$ cat config.mk
export PLATFORM = sky130hd
export DESIGN_NAME = if_stage
export DESIGN_NICKNAME = d
export VERILOG_FILES = /design/src/rtl/if_stage.sv
export SDC_FILE = /design/constraint.sdc
export NUM_CORES = 1
export LEC_CHECK = 0
export ABC_AREA = 1
export ABC_CLOCK_PERIOD_IN_PS = 1700
export CAP_MARGIN = 20
export CELL_PAD_IN_SITES_DETAIL_PLACEMENT = 0
export CELL_PAD_IN_SITES_GLOBAL_PLACEMENT = 1
export CORE_ASPECT_RATIO = 0.75
export CORE_UTILIZATION = 28
export DETAILED_ROUTE_END_ITERATION = 16
export PLACE_DENSITY = 0.85
export SETUP_SLACK_MARGIN = 0.15
export SKIP_CTS_REPAIR_TIMING = 1
export SLEW_MARGIN = 10
export SYNTH_ARGS = -nofsm -noshare
export SYNTH_HDL_FRONTEND = slang
export SYNTH_SLANG_ARGS = --single-unit
$ cat constraint.sdc
create_clock -name clk -period 1.7 [get_ports clk]
set_clock_uncertainty 0.15 [all_clocks]
set_input_delay 0.34 -clock clk [delete_from_list [all_inputs] [get_ports clk]]
set_output_delay 0.34 -clock clk [all_outputs]
set_load 0.01 [all_outputs]
$ cat src/rtl/if_stage.sv
// Instruction-fetch stage: word-indexed PC, IF/ID pipeline register and a RUN/HALTED FSM.
// Branch redirect takes priority over freeze. An optional halt is raised on a fetched all-zero word.
module if_stage #(
    parameter int WORD_WIDTH   = 32,
    parameter int HALT_ON_ZERO = 1
) (
    input  logic                  clk,
    input  logic                  rst,
    input  logic                  freeze,
    input  logic                  branch_taken,
    input  logic [WORD_WIDTH-1:0] branch_addr,
    output logic [WORD_WIDTH-1:0] imem_addr,
    input  logic [WORD_WIDTH-1:0] imem_instr,
    output logic [WORD_WIDTH-1:0] if_id_pc,
    output logic [WORD_WIDTH-1:0] if_id_instr,
    output logic                  if_id_valid,
    output logic                  halted
);

    typedef enum logic {
        RUN    = 1'b0,
        HALTED = 1'b1
    } state_t;

    localparam logic HALT_EN = (HALT_ON_ZERO != 0);

    state_t                  state_q, state_d;
    logic [WORD_WIDTH-1:0]   pc_q, pc_d;
    logic [WORD_WIDTH-1:0]   if_pc_q, if_pc_d;
    logic [WORD_WIDTH-1:0]   if_instr_q, if_instr_d;
    logic                    if_valid_q, if_valid_d;
    logic [WORD_WIDTH-1:0]   pc_inc;
    logic                    instr_zero;

    // Wraps naturally at the register width.
    assign pc_inc     = pc_q + {{(WORD_WIDTH-1){1'b0}}, 1'b1};
    assign instr_zero = (imem_instr == '0);

    always_comb begin
        state_d    = state_q;
        pc_d       = pc_q;
        if_pc_d    = if_pc_q;
        if_instr_d = if_instr_q;
        if_valid_d = if_valid_q;

        unique case (state_q)
            RUN: begin
                if (branch_taken) begin
                    pc_d       = branch_addr;
                    if_instr_d = '0;
                    if_valid_d = 1'b0;
                end else if (freeze) begin
                    // Hazard stall: everything holds.
                end else if (HALT_EN && instr_zero) begin
                    if_pc_d    = pc_inc;
                    if_instr_d = imem_instr;
                    if_valid_d = 1'b0;
                    state_d    = HALTED;
                end else begin
                    pc_d       = pc_inc;
                    if_pc_d    = pc_inc;
                    if_instr_d = imem_instr;
                    if_valid_d = 1'b1;
                end
            end

            HALTED: begin
                // Only a redirect leaves HALTED; freeze has no effect here.
                if_valid_d = 1'b0;
                if (branch_taken) begin
                    pc_d       = branch_addr;
                    if_instr_d = '0;
                    state_d    = RUN;
                end
            end

            default: begin
                state_d = RUN;
            end
        endcase
    end

    always_ff @(posedge clk) begin
        if (rst) begin
            state_q    <= RUN;
            pc_q       <= '0;
            if_pc_q    <= '0;
            if_instr_q <= '0;
            if_valid_q <= 1'b0;
        end else begin
            state_q    <= state_d;
            pc_q       <= pc_d;
            if_pc_q    <= if_pc_d;
            if_instr_q <= if_instr_d;
            if_valid_q <= if_valid_d;
        end
    end

    assign imem_addr   = pc_q;
    assign if_id_pc    = if_pc_q;
    assign if_id_instr = if_instr_q;
    assign if_id_valid = if_valid_q;
    assign halted      = (state_q == HALTED);

endmodule
==> results of run 1 <==
[logic make-up (layout without fill, tap and decap cells)]
| logic type | after synthesis | count (layout) |
|---|---|---|
| compound gates | 118 | 118 |
| xor+xnor | 14 | 14 |
| fa+ha+maj | 1 | 1 |
| buf+inv | 92 | 353 |
| flops | 98 | 98 |
| simple gates | 423 | 424 |
[final cells by class]
cell class              instances  area share
repair buffers                282      0.3382
multi-input cells             557      0.3633
flip-flops and latches         98      0.2137
inverters                      55     0.02233
clock buffers                   9     0.02393
well taps                     236     0.03137
clock inverters                 7    0.007178
[per-stage QoR]
| step | area [sq um] | std cells | util | hold WS [ns] |
|---|---|---|---|---|
| 2_1_floorplan | 5006 | 746 | - | 0.2685 |
| 3_3_place_gp | 7550 | 1199 | 0.4420 | 0.3104 |
| 3_5_place_dp | 7550 | 1199 | 0.4420 | 0.3190 |
| 4_1_cts | 7843 | 1215 | 0.4591 | 0.2774 |
| 5_1_grt | 9413 | 1244 | 0.5510 | 0.1048 |
| 6_report | 9413 | 1244 | 0.5510 | 0.08825 |
[worst register-to-register path: stages (launching register included)]
cell,delay (ns)
dfxtp_4,0.40
nand2_4,0.07
nor2_4,0.19
nand2_4,0.13
nor2_4,0.23
buf_6,0.15
xor2_4,0.16
nand2_1,0.07
nand2_1,0.06
nor2_1,0.04
nor2_1,0.08
[cells in the final DEF (no fill, tap or decap), drive strengths merged, types with 2 or more instances in the layout]
cell	n
buf	111
nand3	56
clkinv	2
o211ai	2
a21oi	52
dfxtp	98
clkdlybuf4s50	32
xor2	9
xnor2	5
a211oi	3
clkbuf	23
nor2	160
or2	15
inv	58
dlymetal6s2s	125
nand2	180
nand3b	12
clkinvlp	2
o21ai	59
[cells in the mapped netlist, drive strengths merged]
master  number  area share
o21bai       1      0.0015
dfxtp       98        0.39
clkinv       1     0.00075
clkbuf      24       0.020
o2111a       1      0.0023
and2         1      0.0013
o21ai       59       0.059
xor2         9       0.017
a21oi       52       0.052
buf         13       0.017
o211ai       2      0.0030
xnor2        5      0.0088
nand3       56       0.056
nand2      180        0.14
inv         54       0.041
a211oi       3      0.0045
nor2       159        0.14
or2         15       0.019
nand3b      12       0.018
ha           1      0.0025
[how the worst max path moves through the flow]
stage	to	slack [ns]	depth (start not counted)
6_report	imem_addr[9]	-0.08	10
5_1_grt	imem_addr[9]	-0.16	10
4_1_cts	imem_addr[9]	-0.27	2
3_5_place_dp	imem_addr[7]	-0.53	11
3_3_place_gp	imem_addr[0]	-0.50	11
2_1_floorplan	imem_addr[20]	0.10	10
[sequential cells by signal, indices dropped and copies added (netlist names)]
register	flops
halted	1
if_id_instr	32
if_id_pc	32
if_id_valid	1
imem_addr	32
[per-layer routing]
layer | global-route usage | part of all wire
met5 | 0 | 0.00064
met4 | 0.05515 | 0.014
met3 | 0.03548 | 0.068
met2 | 0.2687 | 0.43
met1 | 0.2856 | 0.48
[power by group]
| part | leakage [nW] | total [mW] | internal [mW] | switching (mW) |
|---|---|---|---|---|
| Sequential | 0.816 | 2.56 | 2.44 | 0.119 |
| Clock | 0.142 | 2.09 | 1.04 | 1.06 |
| Combinational | 4.77 | 1.52 | 0.776 | 0.746 |
| Total | 5.73 | 6.17 | 4.25 | 1.92 |
==> flow_metrics.env, run 1 <==
export IMPL_antenna_found_initial=1
export IMPL_ant_nets=0
export IMPL_layout_worst_path_cycle_share=1.049
export IMPL_setup_tns_ns=-0.6207
export IMPL_ys_ff_latch=98
export IMPL_cts_buffers=9
export IMPL_cts_tree="yes"
export IMPL_crit_buf_inv=1
export IMPL_r2r_start="imem_addr[2]"
export IMPL_syn_inst=746
export IMPL_rrSetupSlack_ns=-0.08
export IMPL_min_delay_start="imem_instr[27]"
export IMPL_path_cells="nand2_4, nor2_4, nand2_4, nor2_4, buf_6, xor2_4, nand2_1, nand2_1, nor2_1, nor2_1"
export IMPL_cellLeakagePower_nw=5.733
export IMPL_synth_top_family_by_area="simple AND/OR/NAND/NOR gates"
export IMPL_die_area_sq_mm=0.01830
export IMPL_h_tree_depth=3
export IMPL_status="finished with violations"
export IMPL_setup_slack_ns=-0.08252
export IMPL_syn_nets=815
export IMPL_crit_type="register to register"
export IMPL_fmax_mhz=561.0
export IMPL_io_buffers=165
export IMPL_violations="setup timing"
export IMPL_max_stage_delay_ns=0.40
export IMPL_endpoint_kind="register"
export IMPL_drive_above_1_share=0.3532
export IMPL_finalSetupViolCount=22
export IMPL_yosysWarnings=0
export IMPL_total_power_mw=6.172
export IMPL_slew_viol_final=0
export IMPL_r2r_cells=10
export IMPL_rr_endpoint="imem_addr[9]"
export IMPL_grt_max_degree=35
export IMPL_tightest_slew_ns=0.5030
export IMPL_post_drt_via_cell_ratio=4.694
export IMPL_synthXorXnorAreaFrac=0.02617
export IMPL_grt_pass1_vias=4902
export IMPL_crit_fanout=6
export IMPL_initial_core_util=0.2911
export IMPL_cts_sinks=98
export IMPL_cp_arrival_ns=1.93
export IMPL_grt_pass1_wl_um=26810
export IMPL_die_h_um=117.4
export IMPL_n_fill_cell=1543
export IMPL_synth_fa_ha_area_frac=0.002516
export IMPL_grt_usage=0.1896
export IMPL_hold_path_class="input port to register"
export IMPL_rsz0062_at_grt="true"
export IMPL_drc=0
export IMPL_hold_viol=0
export IMPL_max_cap_violations=0
export IMPL_whs_endpoint="if_id_instr[27]"
export IMPL_io_pins=166
export IMPL_hold_depth=3
export IMPL_yosysSeqAreaShare=0.3946
export IMPL_ir_drop_mv=0.3922
export IMPL_clk_latency_ns=0.37
export IMPL_placementRows=41
export IMPL_slowest_stage="dfxtp_4"
export IMPL_nets=1072
export IMPL_dr_pass1_iters=5
export IMPL_dp_hpwl_um=12880
export IMPL_antenna_cells=0
export IMPL_syn_cell_area_sq_mm=0.004972
export IMPL_fin_crit_ns=1.783
export IMPL_gp_congestion=0.8451
export IMPL_synthMuxAreaShare=0
export IMPL_clk_pin_slew_ns=0.08
export IMPL_yosys_area_share_simple=0.3754
export IMPL_relSlewSlack=0.6647
export IMPL_area_growth_pct=89.31
export IMPL_syn_area_per_cell_sq_um=6.665
export IMPL_synth_distinct_cells=31
export IMPL_first_iter_violations=327
export IMPL_routed_wl_um=20360
export IMPL_startpoint_type="register"
export IMPL_multi_input_area_sq_mm=0.003420
export IMPL_power_density_mw_per_mm2=655.7
export IMPL_cts_buffer_depth=2
export IMPL_core_area_sq_mm=0.01708
export IMPL_cts_root_buf="clkbuf_16"
export IMPL_gr_total_overflow=0
export IMPL_place_ws_ns=-0.5341
export IMPL_regArea_sq_mm=0.002012
export IMPL_synth_compound_area_frac=0.1230
export IMPL_dr_total_vias=5839
export IMPL_fp_dieW_um=155.9
export IMPL_required_ns=1.85
export IMPL_cp_startpoint="imem_addr[2]"
export IMPL_wl_per_cell_um=16.36
export IMPL_cp_top_family="simple AND/OR/NAND/NOR gates"
Power figures use the tool's default switching activity.
==> run 2: changes to the inputs <==
--- a/config.mk
+++ b/config.mk
@@ -7,13 +7,13 @@
 export LEC_CHECK = 0
 export ABC_AREA = 1
 export ABC_CLOCK_PERIOD_IN_PS = 1700
-export CAP_MARGIN = 20
 export CELL_PAD_IN_SITES_DETAIL_PLACEMENT = 0
 export CELL_PAD_IN_SITES_GLOBAL_PLACEMENT = 1
 export CORE_ASPECT_RATIO = 0.75
+export CORE_MARGIN = 2
 export CORE_UTILIZATION = 28
 export DETAILED_ROUTE_END_ITERATION = 16
-export PLACE_DENSITY = 0.85
+export PLACE_DENSITY = 0.73
 export SETUP_SLACK_MARGIN = 0.15
 export SKIP_CTS_REPAIR_TIMING = 1
 export SLEW_MARGIN = 10
==> run 2 against run 1 <==
Effect of this change: the run still ends with setup timing left; first-iteration DRC count increased by 19%; non-clock buffer count increased by 14; critical path depth rose by 2; clock power about the same; sequential share of layout area barely moved; core utilization fell by 1.0 points; count of clock-buffer cells in the layout is the same; cell count increased by 1.7%; total power decreased by 0.23%; register-to-register slack got worse by 0.03 ns; largest power group unchanged; design area up 0.57%; global-route usage down 0.22 points.
==> flow_metrics.env, run 2 (synthesis results as in run 1) <==
export IMPL_status="finished with violations"
export IMPL_violations="setup timing"
export IMPL_total_power_mw=6.158
export IMPL_rr_endpoint="imem_addr[21]"
export IMPL_ir_drop_mv=0.3939
export IMPL_initial_core_util=0.2841
export IMPL_worstSetupEndpoint="imem_addr[21]"
export IMPL_place_ws_ns=-0.5410
export IMPL_grt_pass1_vias=4955
export IMPL_relSlewSlack=0.7649
export IMPL_wl_per_cell_um=15.82
export IMPL_io_buffers=165
export IMPL_grt_pass1_wl_um=27310
export IMPL_r2r_cells=12
export IMPL_required_ns=1.79
export IMPL_finalSetupViolCount=31
export IMPL_grt_max_degree=66
export IMPL_drc=0
export IMPL_dp_hpwl_um=13060
export IMPL_area_growth_pct=90.39
export IMPL_wl_met1_um=10030
export IMPL_h_tree_depth=3
export IMPL_gr_total_overflow=0
export IMPL_dpl_cell_area_sq_mm=0.007642
export IMPL_slew_viol_final=0
export IMPL_placementRows=42
export IMPL_cellLeakagePower_nw=5.770
export IMPL_fin_crit_ns=1.813
export IMPL_switching_power_mw=1.885
export IMPL_max_cap_violations=0
export IMPL_startpoint_type="register"
export IMPL_cp_arrival_ns=1.90
export IMPL_die_area_sq_mm=0.01885
export IMPL_cts_buffer_depth=2
export IMPL_power_density_mw_per_mm2=650.5
export IMPL_post_route_util=0.5410
export IMPL_rrSetupSlack_ns=-0.11
export IMPL_r2r_start="imem_addr[1]"
export IMPL_layout_worst_path_cycle_share=1.066
export IMPL_tightest_slew_ns=0.3527
export IMPL_crit_fanout=4
export IMPL_routed_top_layer="met4"
export IMPL_clk_pin_slew_ns=0.08
export IMPL_nets=1086
export IMPL_dr_total_vias=5777
export IMPL_fin_hold_ws_ns=0.1160
export IMPL_grt_usage=0.1873
export IMPL_first_iter_violations=389
export IMPL_hold_viol=0
export IMPL_fmax_mhz=551.6
export IMPL_routed_wl_um=20010
export IMPL_rsz0062_at_grt="true"
export IMPL_post_drt_via_cell_ratio=4.567
export IMPL_gp_congestion=0.8025
export IMPL_drive_above_1_share=0.3288
export IMPL_cts_tree="yes"
export IMPL_final_common_cell="nand2_1"
export IMPL_cts_buffers=9
export IMPL_die_h_um=119.4
export IMPL_most_common_layout_cells="nand2_1, nor2_1, dlymetal6s2s_1"
export IMPL_dr_pass1_iters=5
export IMPL_cts_sinks=98
export IMPL_seqPwrFrac=0.416
export IMPL_hold_path_class="input port to register"
export IMPL_final_cell_area_sq_mm=0.009467
export IMPL_cts_root_buf="clkbuf_16"
export IMPL_combinationalPowerShare=0.245
export IMPL_internal_power_mw=4.273
export IMPL_fp_dieW_um=157.9
export IMPL_ant_nets=0
export IMPL_core_area_sq_mm=0.01750
export IMPL_dr_wl_met3_um=997
export IMPL_clk_latency_ns=0.36
export IMPL_endpoint_kind="register"
export IMPL_sw_frac_of_total=0.3062
export IMPL_wl_met2_um=8795
export IMPL_power_frac_clock=0.339
export IMPL_antenna_found_initial=0
export IMPL_setup_slack_ns=-0.1130
export IMPL_crit_type="register to register"
export IMPL_io_pins=166
export IMPL_cp_startpoint="imem_addr[1]"
[run 2: final cells by class]
type / instances / area, sq um
Tap cell: 242 / 302.8
Fill cell: 1660 / 8033
Multi-Input combinational cell: 557 / 3261
Timing Repair Buffer: 296 / 3367
Clock inverter: 7 / 72.57
Clock buffer: 9 / 225.2
Inverter: 55 / 211.5
Antenna cell: 1 / 2.502
Sequential cell: 98 / 2024
[run 2: worst min-delay path by stage]
stage                   startpoint         endpoint  cells past startpoint
detailed placement     if_id_pc[1]      if_id_pc[1]                      2
floorplan             branch_taken           halted                      1
CTS                    if_id_pc[1]      if_id_pc[1]                      2
global placement       if_id_pc[1]      if_id_pc[1]                      2
finish              imem_instr[18]  if_id_instr[18]                      3
global route        imem_instr[18]  if_id_instr[18]                      3
[run 2: per-stage QoR]
step                std cells  TNS [ns]
floorplan                 746         0
global placement         1213    -30.98
detailed placement       1213    -32.25
CTS                      1229    -13.38
global route             1264    -4.745
finish                   1265    -1.467
[run 2: worst max-delay path: stages, from the launching register on]
cell	delay, ns
dfxtp_4	0.38
buf_6	0.10
nand2_4	0.04
nor2_4	0.17
buf_6	0.13
nand2_4	0.06
nor2_4	0.20
buf_6	0.14
nand2_2	0.05
nand2_2	0.08
nand3_1	0.07
nand3_1	0.08
a21oi_1	0.06
[run 2: per-layer routing]
metal,vias to the layer above,GRT usage
met5,-,0
met1,2703,0.2870
li1,2922,-
met4,0,0.04602
met2,138,0.2644
met3,14,0.03785
[run 2: power by group through the flow]
| stage | Sequential, mW | Clock [mW] | Combinational (mW) |
|---|---|---|---|
| 3_5_place_dp | 2.60 | 0 | 1.30 |
| 5_1_grt | 2.58 | 2.24 | 1.63 |
| 4_1_cts | 2.55 | 2.14 | 1.31 |
| 6_report | 2.56 | 2.09 | 1.51 |
| 2_1_floorplan | 2.66 | 0 | 0.442 |
| 3_3_place_gp | 2.60 | 0 | 1.30 |
==> run 3: changes to the inputs <==
--- a/config.mk
+++ b/config.mk
@@ -12,6 +12,7 @@
 export CORE_ASPECT_RATIO = 0.75
 export CORE_MARGIN = 2
 export CORE_UTILIZATION = 28
+export CTS_CLUSTER_DIAMETER = 200
 export DETAILED_ROUTE_END_ITERATION = 16
 export PLACE_DENSITY = 0.73
 export SETUP_SLACK_MARGIN = 0.15
==> results of run 3 <==
No change in the layout: final DEF, timing and power equal those of run 2.
